`config.mk`:
```
export PLATFORM = sky130hd
export DESIGN_NAME = gray_code_counter
export DESIGN_NICKNAME = d
export VERILOG_FILES = /design/src/rtl/gray_code_pkg.sv /design/src/rtl/gray_code_counter.sv
export SDC_FILE = /design/constraint.sdc
export NUM_CORES = 1
export LEC_CHECK = 0
export ABC_AREA = 0
export CORE_AREA = 2 2 39 41
export CTS_CLUSTER_DIAMETER = 30
export CTS_CLUSTER_SIZE = 40
export DETAILED_ROUTE_END_ITERATION = 12
export DIE_AREA = 0 0 41 43
export PLACE_DENSITY = 0.79
export SKIP_CTS_REPAIR_TIMING = 1
export SLEW_MARGIN = 20
export SYNTH_ARGS = -nofsm -noshare
export SYNTH_HDL_FRONTEND = slang
export SYNTH_SLANG_ARGS = --single-unit
```
`constraint.sdc`:
```
create_clock -name clk -period 2.1 [get_ports clk]
set_input_delay 0.42 -clock clk [delete_from_list [all_inputs] [get_ports clk]]
set_output_delay 0.42 -clock clk [all_outputs]
set_load 0.01 [all_outputs]
```
`src/rtl/gray_code_pkg.sv`:
```
// ============================================================================
// Module      : gray_code_pkg
// Description : Shared Gray/binary conversion helpers, step decode type and
//               counter range constants for the Gray code counter family.
// Revision    : 1.0 - initial release
// ============================================================================
`default_nettype none

package gray_code_pkg;

    // Widest counter the helpers support; narrower callers zero-extend in
    // and truncate out, which is exact for both conversions.
    localparam int GRAY_MAX_WIDTH = 64;

    localparam logic [GRAY_MAX_WIDTH-1:0] CNT_MAX = '1;
    localparam logic [GRAY_MAX_WIDTH-1:0] CNT_MIN = '0;

    typedef enum logic [1:0] {
        STEP_HOLD = 2'd0,
        STEP_LOAD = 2'd1,
        STEP_UP   = 2'd2,
        STEP_DOWN = 2'd3
    } step_e;

    function automatic logic [GRAY_MAX_WIDTH-1:0] bin2gray(
        input logic [GRAY_MAX_WIDTH-1:0] b
    );
        return b ^ (b >> 1);
    endfunction

    function automatic logic [GRAY_MAX_WIDTH-1:0] gray2bin(
        input logic [GRAY_MAX_WIDTH-1:0] g
    );
        logic [GRAY_MAX_WIDTH-1:0] b;
        b[GRAY_MAX_WIDTH-1] = g[GRAY_MAX_WIDTH-1];
        for (int i = GRAY_MAX_WIDTH - 2; i >= 0; i--) begin
            b[i] = b[i+1] ^ g[i];
        end
        return b;
    endfunction

endpackage

`default_nettype wire

```
`src/rtl/gray_code_counter.sv`:
```
// ============================================================================
// Module      : gray_code_counter
// Description : Up/down counter with registered binary and Gray outputs and a
//               wrap pulse. Define GRAY_CNT_SAT_EN to saturate instead of wrap.
// Revision    : 1.0 - initial release
// ============================================================================
`default_nettype none

module gray_code_counter
    import gray_code_pkg::*;
#(
    parameter int WIDTH = 4
) (
    input  logic             clk,
    input  logic             rst_n,
    input  logic             en,
    input  logic             up_dn,
    input  logic             load,
    input  logic [WIDTH-1:0] load_bin,
    output logic [WIDTH-1:0] bin_out,
    output logic [WIDTH-1:0] gray_out,
    output logic             wrap
);

    localparam logic [WIDTH-1:0] C_ONE     = {{(WIDTH-1){1'b0}}, 1'b1};
    localparam logic [WIDTH-1:0] C_CNT_MAX = CNT_MAX[WIDTH-1:0];
    localparam logic [WIDTH-1:0] C_CNT_MIN = CNT_MIN[WIDTH-1:0];

    logic [WIDTH-1:0]          r_bin;
    logic [WIDTH-1:0]          r_gray;
    logic                      r_wrap;

    step_e                     w_step;
    logic                      w_at_max;
    logic                      w_at_min;
    logic [WIDTH-1:0]          w_bin_next;
    logic                      w_wrap_next;
    logic [GRAY_MAX_WIDTH-1:0] w_gray_next_ext;

    assign w_at_max = (r_bin == C_CNT_MAX);
    assign w_at_min = (r_bin == C_CNT_MIN);

    always_comb begin
        w_step = STEP_HOLD;
        if (load) begin
            w_step = STEP_LOAD;
        end else if (en) begin
            w_step = up_dn ? STEP_UP : STEP_DOWN;
        end
    end

    always_comb begin
        w_bin_next  = r_bin;
        w_wrap_next = 1'b0;
        case (w_step)
            STEP_LOAD: begin
                w_bin_next = load_bin;
            end
            STEP_UP: begin
`ifdef GRAY_CNT_SAT_EN
                if (w_at_max) begin
                    w_wrap_next = 1'b1;
                end else begin
                    w_bin_next = r_bin + C_ONE;
                end
`else
                w_bin_next  = r_bin + C_ONE;
                w_wrap_next = w_at_max;
`endif
            end
            STEP_DOWN: begin
`ifdef GRAY_CNT_SAT_EN
                if (w_at_min) begin
                    w_wrap_next = 1'b1;
                end else begin
                    w_bin_next = r_bin - C_ONE;
                end
`else
                w_bin_next  = r_bin - C_ONE;
                w_wrap_next = w_at_min;
`endif
            end
            default: begin
                w_bin_next  = r_bin;
                w_wrap_next = 1'b0;
            end
        endcase
    end

    // Gray is encoded from the next binary value so both registers update on
    // the same edge and never disagree.
    assign w_gray_next_ext = bin2gray(GRAY_MAX_WIDTH'(w_bin_next));

    always_ff @(posedge clk or negedge rst_n) begin
        if (!rst_n) begin
            r_bin  <= '0;
            r_gray <= '0;
            r_wrap <= 1'b0;
        end else begin
            r_bin  <= w_bin_next;
            r_gray <= w_gray_next_ext[WIDTH-1:0];
            r_wrap <= w_wrap_next;
        end
    end

    assign bin_out  = r_bin;
    assign gray_out = r_gray;
    assign wrap     = r_wrap;

endmodule

`default_nettype wire

```
Word-level counts from Yosys, hierarchy flattened --
Cells that the tools add are included.
Storage, ports and cells: output and inout port bits 9, input port bits 9, register bits after elaboration 9
Operators by class: eq/ne operators 4, reduce and logical (&&, ||, !) cells 1, add/subtract/negate cells 2, muxes and demuxes 5, bitwise gates (word level) 1
Operators by type and width (count):
- $pmux 4 s3 | 1
- $add 4x1->4 const B | 1
- $eq 2x2->1 const B | 2
- $eq 4x4->1 const B | 1
- $logic_not 4->1 | 1
- $mux 2 | 2
- $sub 4x1->4 const B | 1
- $xor 4x3->4 | 1
- $eq 2x1->1 const B | 1
- $pmux 1 s2 | 1
- $mux 1 | 1

Logic depth before layout (Yosys ltp) --
Gate-level depths: netlist of run 1.
depth after elaboration 6, gate-level depth with buffers 10

Least setup slack after synthesis of run 1 --
Ideal clock, no wire load.
path type in2reg, start in load, end reg r_gray[2] (netlist: gray_out[2]), path slack 24 ps, stages 10, setup time 125 ps, buffers on the path 0, data required time 1975 ps, data arrival time 1951 ps, cell sequence inv_1 -> nand2_1 -> nor2_1 -> xor2_1 -> ha_1 -> and2_1 -> o21ai_1 -> xor2_1 -> xor3_1 -> mux2_2
Between the ends: cells in the longest elaborated chain, start to end 4, elaborated cells between the ends (all ways) 6
RTL lines:
- start: declaration | line gray_code_counter.sv:18 | input logic load,
- $mux 2 (*) | line gray_code_counter.sv:45 | if (load) begin
- $eq 2x2->1 / $eq 2x1->1 (equally long branches) | line gray_code_counter.sv:55 | case (w_step)
- $pmux 4 s3 (*) | line gray_code_counter.sv:55
- $xor 4x3->4 (*) | line gray_code_pkg.sv:28 | return b ^ (b >> 1);
- net w_gray_next_ext[2] | line gray_code_counter.sv:38 | logic [GRAY_MAX_WIDTH-1:0] w_gray_next_ext;
- end signal: assignment | line gray_code_counter.sv:101 | r_gray <= w_gray_next_ext[WIDTH-1:0];
- end: declaration | line gray_code_counter.sv:30 | logic [WIDTH-1:0] r_gray;
The timed path passes the listed nets; every way through them passes the cells marked *.

Worst setup path in the final report of run 1 --
Same ends and word-level chain as after synthesis.

==> results.sh, run 1 <==
export IMPL_setup_ws_ns=0.136
export IMPL_fin_crit_ns=1.96
export IMPL_fin_nets=84
export IMPL_dieArea_um2=1760
export IMPL_synth_xor_area_frac=0.186
export IMPL_cpMaxStageDelayCell="mux2_2"
export IMPL_p_leak_nw=0.357
export IMPL_synthToLayoutAreaGrowth_pct=64.1
export IMPL_cts_max_level=1
export IMPL_finalMaxSlewViolations=0
export IMPL_first_global_vias=399
export IMPL_use_met3=0.0157
export IMPL_critPathLaunchType="input port"
export IMPL_rsz0062_at_grt="no"
export IMPL_gp_congestion=0.735
export IMPL_final_hold_viol_count=0
export IMPL_synth_cell_area_um2=457
export IMPL_synth_nets=55
export IMPL_antennaDiodeCount=0
export IMPL_via_per_inst=4.80
export IMPL_synth_compound_area_frac=0.132
export IMPL_clk_path_buf_depth=2
export IMPL_drive_above_1_share=0.264
export IMPL_dp_hpwl_um=805
export IMPL_ys_ff_latch=8
export IMPL_synth_simple_area_share=0.129
export IMPL_fillers=124
export IMPL_vias=422
export IMPL_synthCells=45
export IMPL_io_pins=18
export IMPL_post_drt_wl_per_cell_um=12.7
export IMPL_globalRoute_totalOverflow=0
export IMPL_required_ns=2.24
export IMPL_power_density_nw_per_um2=728
export IMPL_skew_ns=0.00738
export IMPL_finalSetupViolations=0
export IMPL_dr_pass1_iters=4
export IMPL_muxShareOfSynthArea=0.0466
export IMPL_cp_arrival_ns=2.10
export IMPL_worst_pin_slew_ns=0.379
export IMPL_cpMostUsedCell="xor2_1"
export IMPL_synth_cell_types=22
export IMPL_grt_pass1_wl_mm=1.66
export IMPL_cp_top_family="XOR/XNOR gates"
export IMPL_path_buf_inv=2
export IMPL_grt_util_met2=0.197
export IMPL_initial_utilization=0.330
export IMPL_utilization=0.542
export IMPL_row_count=14
export IMPL_crit_type="in2reg"
export IMPL_drcViolationCount=0
export IMPL_portBuffers=17
export IMPL_clkSinkCount=8
export IMPL_fin_area_um2=749
export IMPL_clock_root_buffer="clkbuf_4"
export IMPL_yosysWarnings=0
export IMPL_antenna_found_initial=0
export IMPL_run_status="finished clean"
export IMPL_synth_area_per_cell_um2=10.1
export IMPL_final_common_cell="clkdlybuf4s50_1"
export IMPL_clk_pin_slew_worst_paths_ns=0.06
export IMPL_met1_usage=0.195
export IMPL_endpoint_kind="flip-flop"
export IMPL_busiest_layer="met2"
export IMPL_wirelength_mm=1.12
export IMPL_grt_max_degree=11
export IMPL_antenna_left=0
export IMPL_hold_path_class="in2async"
export IMPL_cts_tree="done"
export IMPL_cp_slowest_stage_delay_ns=0.26
export IMPL_placed_area_um2=696
export IMPL_core_area_um2=1380
export IMPL_drt_iter0_drc=1
export IMPL_power_mw=0.545
export IMPL_path_max_fanout=2
export IMPL_synth_fa_ha_area_frac=0.0274
export IMPL_place_ws_ns=-0.561
export IMPL_maxSlewHeadroom=0.747
export IMPL_peakVddDrop_mv=0.426
export IMPL_cts_buffers=3
export IMPL_clkLatencyLatePin_ns=0.25
export IMPL_layout_common_cells="14 x clkdlybuf4s50_1, 9 x buf_4, 8 x dfrtp_1, 4 x nor2_1, 4 x xor2_1"
export IMPL_yosysSeqAreaShare=0.438
export IMPL_maxCapViolations=0
export IMPL_setup_tns_ns=0
export IMPL_seqCellArea_um2=200
export IMPL_min_period_over_period=0.935
export IMPL_multiInputGateArea_um2=254
export IMPL_crit_chain="dlymetal6s2s_1 > inv_1 > nand2_2 > nor2_2 > xor2_1 > ha_2 > and2_1 > o21ai_2 > xor2_1 > xor3_1 > mux2_2"
export IMPL_synth_top_family_by_area="XOR/XNOR gates"
export IMPL_max_freq_ghz=0.509
export IMPL_die_height_um=43
export IMPL_die_x_um=41
export IMPL_grt_usage=0.138
==> registers in the layout, indices dropped and copies added, names as in the netlist <==
signal,cells
bin_out,4
wrap,1
gray_out,3
==> worst paths after layout <==
kind	cells after the start	startpoint	slack, ns	end
worst min-delay path	1	rst_n	0.45	bin_out[3]
min in group clk	4	en	0.57	wrap
max in group asynchronous	1	rst_n	1.37	wrap
worst max-delay path	11	load	0.14	gray_out[2]
worst min register to register	2	bin_out[3]	0.69	bin_out[3]
worst max register to register	7	bin_out[1]	0.24	gray_out[2]
==> final cells by class <==
type	count	area share
Multi-Input combinational cell	33	0.339
Timing Repair Buffer	26	0.327
Sequential cell	8	0.267
Clock buffer	3	0.0301
Tap cell	16	0.0267
Inverter	2	0.0100
==> report_power, final <==
| part | total [mW] | switching, mW | leakage [nW] | internal [mW] |
|---|---|---|---|---|
| clock | 0.115 | 0.0497 | 0.0138 | 0.0652 |
| combinational | 0.230 | 0.0924 | 0.246 | 0.137 |
| sequential | 0.201 | 0.0177 | 0.0972 | 0.183 |
| total | 0.545 | 0.160 | 0.357 | 0.386 |
==> stage by stage <==
step,hold WS (ns),cells
floorplan,0.124,45
global placement,0.671,84
detailed placement,0.681,84
CTS,0.451,87
global route,0.452,88
finish,0.452,88
==> kinds of logic (layout without fill, tap and decap cells) <==
family,count (synthesis),count (layout)
buffers and inverters,4,31
adders and majority gates,1,1
DFF,8,8
AOI/OAI and AO/OA,9,9
and+or+nand+nor,13,13
xor gates and xnor gates,8,8
muxes,2,2
==> layer usage <==
layer	wire length, um	vias up
met5	0	-
met4	0	0
met3	44	0
met2	598	11
met1	473	202
li1	-	209
==> cell usage after synthesis <==
master | count | share of area
ha_1 | 1 | 0.027
xor2_1 | 4 | 0.077
nand2_1 | 4 | 0.033
o21a_1 | 1 | 0.016
xnor2_1 | 3 | 0.058
dfrtp_1 | 8 | 0.44
mux2_2 | 1 | 0.025
a22oi_1 | 1 | 0.016
buf_4 | 1 | 0.016
and4_1 | 1 | 0.019
o21ai_0 | 3 | 0.033
and2_1 | 1 | 0.014
xor3_1 | 1 | 0.052
clkbuf_1 | 1 | 0.0082
a211oi_1 | 1 | 0.016
a21oi_1 | 1 | 0.011
nor2_1 | 5 | 0.041
o31ai_2 | 1 | 0.027
inv_1 | 2 | 0.016
o21ai_1 | 1 | 0.011
nor3_1 | 2 | 0.022
mux2i_1 | 1 | 0.022
No activity file was read; power rests on OpenSTA's default activity.
==> inputs of run 2 (changes only) <==
Settings changed: PLACE_DENSITY 0.79 to 0.68, SLEW_MARGIN 20 to default.
==> run 2 against run 1 <==
  * Setup slack better by 0.029 ns
  * Critical path type unchanged
  * Register-to-register slack better by 0.02 ns
  * Wire length is 13% lower
  * Count of clock-buffer cells in the layout stayed put
  * Clock skew is 0.00098 ns lower
  * Design area stayed put
  * Highest routed layer unchanged
  * Power is 0.71% lower
  * Combinational power hardly changed
==> results.sh, run 2 (same netlist as run 1, synthesis figures left out) <==
export IMPL_utilization=0.542
export IMPL_clock_root_buffer="clkbuf_4"
export IMPL_seqPwrFrac=0.369
export IMPL_grt_pass1_wl_mm=1.50
export IMPL_drcViolationCount=0
export IMPL_cts_buffers=3
export IMPL_layout_common_cells="14 x clkdlybuf4s50_1, 9 x buf_4, 8 x dfrtp_1, 4 x nor2_1, 4 x xor2_1"
export IMPL_clkSinkCount=8
export IMPL_cpMostUsedCell="xor2_1"
export IMPL_initial_utilization=0.330
export IMPL_gp_congestion=0.728
export IMPL_vias=404
export IMPL_dp_hpwl_um=722
export IMPL_via_per_inst=4.59
export IMPL_final_common_cell="clkdlybuf4s50_1"
export IMPL_drt_iter0_drc=4
export IMPL_final_hold_viol_count=0
export IMPL_portBuffers=17
export IMPL_critPathLaunchType="input port"
export IMPL_die_x_um=41
export IMPL_antenna_left=0
export IMPL_path_max_fanout=2
export IMPL_synthToLayoutAreaGrowth_pct=64.1
export IMPL_cp_slowest_stage_delay_ns=0.26
export IMPL_core_area_um2=1380
export IMPL_fin_nets=84
export IMPL_dieArea_um2=1760
export IMPL_placed_area_um2=703
export IMPL_power_frac_comb=0.419
export IMPL_cts_max_level=1
export IMPL_cpMaxStageDelayCell="mux2_2"
export IMPL_endpoint_kind="flip-flop"
export IMPL_max_freq_ghz=0.517
export IMPL_finalMaxSlewViolations=0
export IMPL_fin_crit_ns=1.93
export IMPL_r2r_cells=7
export IMPL_clk_pin_slew_worst_paths_ns=0.06
export IMPL_seqCellArea_um2=200
export IMPL_intPower_mw=0.387
export IMPL_peakVddDrop_mv=0.441
export IMPL_wirelength_um=969
export IMPL_cp_arrival_ns=2.07
export IMPL_skew_ns=0.00640
export IMPL_io_pins=18
export IMPL_largest_reg_flops=4
export IMPL_worst_pin_slew_ns=0.405
export IMPL_fin_area_um2=749
export IMPL_r2r_slack_ns=0.26
export IMPL_maxSlewHeadroom=0.729
export IMPL_post_drt_wl_per_cell_um=11.0
export IMPL_globalRoute_totalOverflow=0
export IMPL_clkLatencyLatePin_ns=0.25
export IMPL_first_global_vias=371
export IMPL_row_count=14
export IMPL_power_switching_mw=0.154
export IMPL_fillers=138
export IMPL_min_period_over_period=0.921
export IMPL_die_height_um=43
export IMPL_dr_pass1_iters=2
export IMPL_grt_usage=0.132
export IMPL_run_status="finished clean"
export IMPL_cts_tree="done"
export IMPL_placedCellCount=85
export IMPL_antennaDiodeCount=0
export IMPL_power_mw=0.541
export IMPL_rsz0062_at_grt="no"
export IMPL_antenna_found_initial=0
export IMPL_drive_above_1_share=0.264
export IMPL_p_leak_nw=0.357
export IMPL_grt_max_degree=11
export IMPL_hold_path_class="in2async"
export IMPL_power_density_nw_per_um2=722
export IMPL_instances_no_fill=88
export IMPL_required_ns=2.24
export IMPL_setup_tns_ns=0
export IMPL_multiInputGateArea_um2=254
export IMPL_clk_path_buf_depth=2
export IMPL_r2r_end="gray_out[2]"
export IMPL_crit_type="in2reg"
export IMPL_p_sw_frac=0.285
export IMPL_finalSetupViolations=0
export IMPL_maxCapViolations=0
export IMPL_p_clk_frac=0.212
export IMPL_r2r_start="bin_out[1]"
export IMPL_crit_chain="dlymetal6s2s_1 > inv_1 > nand2_2 > nor2_2 > xor2_1 > ha_2 > and2_1 > o21ai_2 > xor2_1 > xor3_1 > mux2_2"
## run 2: changes by cell type in the layout (fill, tap and decap cells not counted)
cell / delta
o21ai_0: +1
o21ai_1: -1
## run 2: critical path: cells and delay by family
family | cells | cell delay [ns]
compound gates | 1 | 0.13
xor+xnor | 3 | 0.55
fa+ha+maj | 1 | 0.18
buf+inv | 2 | 0.21
mux | 1 | 0.26
simple gates | 3 | 0.31
## run 2: routing by layer
layer / global-route usage / vias up / wire, um
li1: - / 208 / -
met1: 0.171 / 187 / 441
met2: 0.181 / 9 / 488
met3: 0.0314 / 0 / 38
met4: 0.100 / 0 / 0
met5: 0 / - / 0
## run 2: how the worst max path moves through the flow
stage	depth (start not counted)	slack (ns)	from	endpoint
floorplan	10	0.02	load	gray_out[2]
global placement	11	-0.54	load	gray_out[2]
detailed placement	11	-0.56	load	gray_out[2]
CTS	11	-0.31	load	gray_out[2]
global route	11	0.09	load	gray_out[2]
finish	11	0.17	load	gray_out[2]
## run 2: area by class of cell
class,count,area share
Sequential cell,8,0.267
Multi-Input combinational cell,33,0.339
Inverter,2,0.0100
Tap cell,16,0.0267
Clock buffer,3,0.0301
Timing Repair Buffer,26,0.327
## run 2: per-stage QoR
step	hold WS, ns	setup slack [ns]
2_1_floorplan	0.124	0.0239
3_3_place_gp	0.673	-0.542
3_5_place_dp	0.682	-0.561
4_1_cts	0.459	-0.310
5_1_grt	0.470	0.0893
6_report	0.463	0.165
## run 2: power by group through the flow
stage	Combinational [mW]	Clock (mW)	Sequential, mW
3_3_place_gp	0.224	0	0.202
4_1_cts	0.227	0.123	0.200
3_5_place_dp	0.226	0	0.203
5_1_grt	0.247	0.134	0.203
2_1_floorplan	0.0869	0	0.221
6_report	0.227	0.115	0.200
==> inputs of run 3 (changes only) <==
Settings changed: TNS_END_PERCENT from default to 1.
==> results of run 3 <==
The final DEF is identical to that of run 2; final timing and power are the same.
